==> src/rtl/fetch_unit_pkg.sv <==
// Shared definitions for the instruction fetch unit: default geometry, NOP encoding
// and the fetch state enumeration.
package fetch_unit_pkg;

    localparam int          PC_W_DEFAULT      = 11;
    localparam int unsigned RESET_VEC_DEFAULT = 0;
    localparam int          PM_DATA_W         = 14;

    localparam logic [7:0] NOP_OPCODE  = 8'h00;
    localparam logic [7:0] NOP_OPERAND = 8'h00;

    typedef enum logic [1:0] {
        FETCH = 2'd0,
        HOLD  = 2'd1,
        SKIP  = 2'd2
    } fetch_state_e;

endpackage

==> src/rtl/fetch_unit_if.sv <==
// Program-memory request/response bus between the fetch unit (master) and the
// instruction memory (slave).
interface fetch_unit_if
    import fetch_unit_pkg::*;
#(
    parameter int PC_W = PC_W_DEFAULT
);
    logic [PC_W-1:0]      pm_addr;
    logic                 pm_req;
    logic [PM_DATA_W-1:0] pm_rdata;
    logic                 pm_valid;

    modport master (output pm_addr, output pm_req, input pm_rdata, input pm_valid);
    modport slave  (input pm_addr, input pm_req, output pm_rdata, output pm_valid);
endinterface

==> src/rtl/fetch_unit_pc_reg.sv <==
// Program counter: synchronous reset to the reset vector, load has priority over
// increment, and the increment wraps naturally at 2^PC_W.
module pc_reg #(
    parameter int          PC_W      = 11,
    parameter int unsigned RESET_VEC = 0
) (
    input  logic            clk,
    input  logic            rst,
    input  logic            load,
    input  logic [PC_W-1:0] load_addr,
    input  logic            inc,
    output logic [PC_W-1:0] pc
);
    logic [PC_W-1:0] pc_q;
    logic [PC_W-1:0] pc_d;

    always_comb begin
        pc_d = pc_q;
        if (load) begin
            pc_d = load_addr;
        end else if (inc) begin
            pc_d = pc_q + PC_W'(1);
        end
    end

    always_ff @(posedge clk) begin
        if (rst) begin
            pc_q <= PC_W'(RESET_VEC);
        end else begin
            pc_q <= pc_d;
        end
    end

    assign pc = pc_q;
endmodule

==> src/rtl/fetch_unit.sv <==
// Instruction fetch: requests words at pc, captures them into the opcode/operand
// registers, and handles decode stalls, skip bubbles and jump redirects.
module fetch_unit
    import fetch_unit_pkg::*;
#(
    parameter int          PC_W      = PC_W_DEFAULT,
    parameter int unsigned RESET_VEC = RESET_VEC_DEFAULT
) (
    input  logic            clk,
    input  logic            rst,
    fetch_unit_if.master    pm,
    input  logic            stall,
    input  logic            skip,
    input  logic            jump_en,
    input  logic [PC_W-1:0] jump_addr,
    output logic [7:0]      inst_reg,
    output logic [7:0]      operand,
    output logic            inst_valid
);
    fetch_state_e    state_q, state_d;
    logic [7:0]      inst_q, inst_d;
    logic [7:0]      operand_q, operand_d;
    logic            inst_valid_q, inst_valid_d;
    logic            pc_load;
    logic            pc_inc;
    logic            nop_sel;
    logic [PC_W-1:0] pc;

    pc_reg #(
        .PC_W      (PC_W),
        .RESET_VEC (RESET_VEC)
    ) u_pc_reg (
        .clk       (clk),
        .rst       (rst),
        .load      (pc_load),
        .load_addr (jump_addr),
        .inc       (pc_inc),
        .pc        (pc)
    );

    always_comb begin
        state_d      = state_q;
        inst_d       = inst_q;
        operand_d    = operand_q;
        inst_valid_d = inst_valid_q;
        pc_load      = 1'b0;
        pc_inc       = 1'b0;
        nop_sel      = 1'b0;

        if (jump_en) begin
            // Redirect wins over everything but reset; any word arriving now is stale.
            pc_load      = 1'b1;
            inst_valid_d = 1'b0;
            state_d      = FETCH;
        end else begin
            case (state_q)
                FETCH, SKIP: begin
                    nop_sel = (state_q == SKIP) || skip;
                    if (pm.pm_valid) begin
                        inst_valid_d = 1'b1;
                        pc_inc       = 1'b1;
                        inst_d       = nop_sel ? NOP_OPCODE  : pm.pm_rdata[13:6];
                        operand_d    = nop_sel ? NOP_OPERAND : pm.pm_rdata[7:0];
                        state_d      = stall ? HOLD : FETCH;
                    end else begin
                        inst_valid_d = 1'b0;
                        state_d      = nop_sel ? SKIP : FETCH;
                    end
                end
                HOLD: begin
                    // The held instruction is consumed on the edge stall drops.
                    if (!stall) begin
                        inst_valid_d = 1'b0;
                        state_d      = FETCH;
                    end
                end
                default: begin
                    state_d = FETCH;
                end
            endcase
        end
    end

    always_ff @(posedge clk) begin
        if (rst) begin
            state_q      <= FETCH;
            inst_q       <= NOP_OPCODE;
            operand_q    <= NOP_OPERAND;
            inst_valid_q <= 1'b0;
        end else begin
            state_q      <= state_d;
            inst_q       <= inst_d;
            operand_q    <= operand_d;
            inst_valid_q <= inst_valid_d;
        end
    end

    assign pm.pm_addr = pc;
    assign pm.pm_req  = (state_q != HOLD);
    assign inst_reg   = inst_q;
    assign operand    = operand_q;
    assign inst_valid = inst_valid_q;
endmodule

==> src/flat_wrapper.sv <==
// flat-port wrapper written by rule: the top's interface ports become plain ports
module fetch_unit_flat import fetch_unit_pkg::*;
#(
    parameter int          PC_W      = PC_W_DEFAULT,
    parameter int unsigned RESET_VEC = RESET_VEC_DEFAULT
)
  (clk, rst, stall, skip, jump_en, jump_addr, inst_reg, operand, inst_valid, pm_pm_addr, pm_pm_req, pm_pm_rdata, pm_pm_valid);
  fetch_unit_if #(.PC_W(PC_W)) pm_i ();
  input  logic clk;
  input  logic rst;
  input  logic stall;
  input  logic skip;
  input  logic jump_en;
  input  logic [PC_W-1:0] jump_addr;
  output logic [7:0] inst_reg;
  output logic [7:0] operand;
  output logic inst_valid;
  output wire logic [$bits(pm_i.pm_addr)-1:0] pm_pm_addr;
  output wire logic [$bits(pm_i.pm_req)-1:0] pm_pm_req;
  input wire logic [$bits(pm_i.pm_rdata)-1:0] pm_pm_rdata;
  input wire logic [$bits(pm_i.pm_valid)-1:0] pm_pm_valid;
  assign pm_pm_addr = pm_i.pm_addr;
  assign pm_pm_req = pm_i.pm_req;
  assign pm_i.pm_rdata = pm_pm_rdata;
  assign pm_i.pm_valid = pm_pm_valid;
  fetch_unit #(.PC_W(PC_W), .RESET_VEC(RESET_VEC)) u_core (.clk(clk), .rst(rst), .pm(pm_i), .stall(stall), .skip(skip), .jump_en(jump_en), .jump_addr(jump_addr), .inst_reg(inst_reg), .operand(operand), .inst_valid(inst_valid));
endmodule
==> config.mk <==
export PLATFORM = sky130hd
export DESIGN_NAME = fetch_unit_flat
export DESIGN_NICKNAME = d
export VERILOG_FILES = /design/src/rtl/fetch_unit_pkg.sv /design/src/rtl/fetch_unit_if.sv /design/src/rtl/fetch_unit_pc_reg.sv /design/src/rtl/fetch_unit.sv /design/src/flat_wrapper.sv
export SDC_FILE = /design/constraint.sdc
export NUM_CORES = 1
export LEC_CHECK = 0
export CAP_MARGIN = 10
export CORE_MARGIN = 4
export CORE_UTILIZATION = 25
export DETAILED_ROUTE_END_ITERATION = 10
export PLACE_DENSITY = 0.52
export SKIP_LAST_GASP = 1
export SYNTH_ARGS = -nofsm -noshare
export SYNTH_HDL_FRONTEND = slang
export SYNTH_SLANG_ARGS = --single-unit
==> constraint.sdc <==
create_clock -name clk -period 2.6 [get_ports clk]
set_input_delay 0.78 -clock clk [delete_from_list [all_inputs] [get_ports clk]]
set_output_delay 0.78 -clock clk [all_outputs]
set_load 0.01 [all_outputs]
==> impl_metrics.env <==
export IMPL_start_util_pct=25.8
export IMPL_end_kind="output port"
export IMPL_drv_cap=0
export IMPL_critPathMaxFanout=4
export IMPL_cp_slowest_cell="clkdlybuf4s50_1"
export IMPL_ant_nets=0
export IMPL_cts_made_buffers=3
export IMPL_core_area_sq_mm=0.00511
export IMPL_syn_area_sq_mm=0.00132
export IMPL_io_buffers=59
export IMPL_clock_root_buffer="clkbuf_8"
export IMPL_hold_depth=2
export IMPL_antenna_found_initial=0
export IMPL_gp_congestion=0.756
export IMPL_power_density_mw_per_mm2=491
export IMPL_min_period_ns=2.19
export IMPL_synth_seq_cells=28
export IMPL_first_pass_iters=4
export IMPL_wl_per_cell_um=13.2
export IMPL_h_tree_depth=1
export IMPL_largest_register_ffs=11
export IMPL_crit_required_ns=1.82
export IMPL_r2r_cells=5
export IMPL_seq_area_frac_synth_pct=42.6
export IMPL_grtUsageTotal_pct=10.8
export IMPL_finalSetupTns_ns=0
export IMPL_hp_class="reg -> reg"
export IMPL_cts_hold_buf=0
export IMPL_syn_inst=133
export IMPL_yosysWarnings=0
export IMPL_drt_initial_drc_count=22
export IMPL_fin_nets=224
export IMPL_dpl_cell_area_sq_mm=0.00194
export IMPL_synth_nets=165
export IMPL_grt_pass1_wl_mm=5.52
export IMPL_p_leak_nw=0.689
export IMPL_vias=1167
export IMPL_clk_pin_slew_ns=0.10
export IMPL_status="finished clean"
export IMPL_ir_worst_vdd_v=0.000219
export IMPL_worstHoldStart="u_core.inst_valid"
export IMPL_p_total_w=0.000986
export IMPL_drv_slew=0
export IMPL_hold_path_end="u_core.inst_valid"
export IMPL_r2r_end="u_core.u_pc_reg.pc[10]"
export IMPL_cts_tree="done"
export IMPL_rsz0062_at_grt="no"
export IMPL_fin_area_sq_mm=0.00201
export IMPL_max_stage_delay_ns=0.55
export IMPL_drc=0
export IMPL_synthToLayoutAreaGrowth_pct=52.8
export IMPL_die_w_um=80.6
export IMPL_fmax_mhz=456
export IMPL_vias_per_cell=4.47
export IMPL_grt_overflow_total=0
export IMPL_min_period_over_period_pct=84.4
export IMPL_drive_gt1_share_pct=16.8
export IMPL_num_rows=26
export IMPL_ys_types=39
export IMPL_clockBufferDepth=2
export IMPL_diodes=0
export IMPL_syn_avg_cell_area_sq_um=9.90
export IMPL_n_fill_cell=502
export IMPL_dieArea_sq_mm=0.00649
export IMPL_cts_sinks=28
export IMPL_worstMarginPinSlew_ns=0.324
export IMPL_io_pins=60
export IMPL_crit_type="reg -> out"
export IMPL_rrSetupSlack_ns=1.11
export IMPL_fp_dieH_um=80.6
export IMPL_finalWirelength_mm=3.44
export IMPL_hpwlAfterDp_mm=2.68
export IMPL_hold_violations=0
export IMPL_clk_latency_ns=0.27
export IMPL_grt_max_degree=26
export IMPL_arrival_ns=1.41
export IMPL_clock_skew_ns=0.00189
export IMPL_grt_pass1_vias=1166
export IMPL_path_cells="nand2b_1 -> clkdlybuf4s50_1"
export IMPL_worstReg2RegStart="u_core.u_pc_reg.pc[0]"
export IMPL_setup_viol=0
export IMPL_slew_headroom_pct=78.4
export IMPL_ctsResizeCount=0
export IMPL_crit_path_start_kind="flip-flop"
export IMPL_cts_setup_buffers=0
-- power breakdown --
| part | leakage, nW | internal, W | switching [W] |
|---|---|---|---|
| clock | 0.0357 | 0.000206 | 0.000137 |
| combinational | 0.424 | 0.000105 | 0.0000707 |
| sequential | 0.229 | 0.000448 | 0.0000192 |
| total | 0.689 | 0.000759 | 0.000227 |
-- metal layers --
layer  vias to the layer above  share of wire [%]  track usage, %
li1                        581                  -               -
met1                       532                 45            13.9
met2                        52                 46            18.1
met3                         2                9.0            3.25
met4                         0               0.29            1.52
met5                         -                  0               0
-- placed cells by master (no fill, tap or decap), drive strengths merged, types with 2 or more instances in the layout --
cell type / instances
nand3b: 2
buf: 5
nand2: 11
a21oi: 4
a22oi: 14
dfxtp: 28
nor3: 2
clkdlybuf4s50: 59
clkbuf: 3
nand4: 2
xnor2: 5
a211oi: 8
xor2: 4
nor2: 23
-- critical path, delay by kind of cell, from the launching register on --
kind / cells / cell delay, ns
and+or+nand+nor: 1 / 0.17
DFF: 1 / 0.43
buffers and inverters: 1 / 0.55
-- cell type report --
type / count / area, sq um / area share (%)
Multi-Input combinational cell: 93 / 656 / 32.6
Tap cell: 70 / 87.6 / 4.36
Clock inverter: 1 / 30.0 / 1.49
Timing Repair Buffer: 64 / 628 / 31.2
Sequential cell: 28 / 561 / 27.9
Clock buffer: 3 / 41.3 / 2.05
Inverter: 2 / 7.51 / 0.373
-- per-stage QoR --
step | utilization [%] | worst slack, ns | std cells | hold slack, ns
2_1_floorplan | - | 0.671 | 133 | 0.505
3_3_place_gp | 38.0 | 0.224 | 257 | 0.490
3_5_place_dp | 38.0 | 0.163 | 257 | 0.498
4_1_cts | 39.4 | 0.381 | 261 | 0.513
5_1_grt | 39.4 | 0.346 | 261 | 0.536
6_report | 39.4 | 0.405 | 261 | 0.506
-- synth_stat cells (all sizes together) --
| cell | instances | area (sq um) |
|---|---|---|
| xor2 | 4 | 35.0 |
| and3b | 1 | 8.76 |
| and4b | 1 | 10.0 |
| a22oi | 14 | 155 |
| inv | 1 | 3.75 |
| nand2 | 11 | 41.3 |
| o21ai | 1 | 5.00 |
| nand3b | 2 | 15.0 |
| nand2b | 1 | 6.26 |
| clkinv | 1 | 3.75 |
| clkbuf | 4 | 35.0 |
| or2b | 1 | 7.51 |
| a41o | 1 | 10.0 |
| nor3b | 1 | 7.51 |
| nand3 | 1 | 5.00 |
| or3b | 1 | 8.76 |
| nor2 | 23 | 111 |
| nand4 | 2 | 12.5 |
| buf | 5 | 48.8 |
| xnor2 | 5 | 43.8 |
| ha | 1 | 12.5 |
| o211ai | 1 | 7.51 |
| or2 | 1 | 6.26 |
| a211oi | 8 | 60.1 |
| nor3 | 2 | 21.3 |
| mux2 | 1 | 11.3 |
| and4 | 1 | 8.76 |
| a21oi | 4 | 20.0 |
| dfxtp | 28 | 561 |
| nor4 | 1 | 6.26 |
| a31oi | 1 | 6.26 |
| dlygate4sd1 | 1 | 8.76 |
| and2 | 1 | 6.26 |
| o22ai | 1 | 6.26 |
-- kinds of logic after synthesis --
logic type                 synth area share [%]
AOI/OAI and AO/OA                          20.5
xor gates and xnor gates                   5.99
adders and majority gates                 0.950
buffers and inverters                      7.60
DFF                                        42.6
muxes                                     0.855
and+or+nand+nor                            21.5
-- worst max path at each step --
stage / to / slack [ns] / start
after CTS: pm_pm_req / 0.38 / u_core.state_q[1]
after floorplan: u_core.inst_reg[0] / 0.67 / jump_en
after detailed placement: u_core.operand[1] / 0.16 / pm_pm_valid
after global placement: u_core.operand[2] / 0.22 / pm_pm_valid
after global routing: pm_pm_req / 0.35 / u_core.state_q[1]
final: pm_pm_req / 0.41 / u_core.state_q[1]
Power figures use the tool's default switching activity.
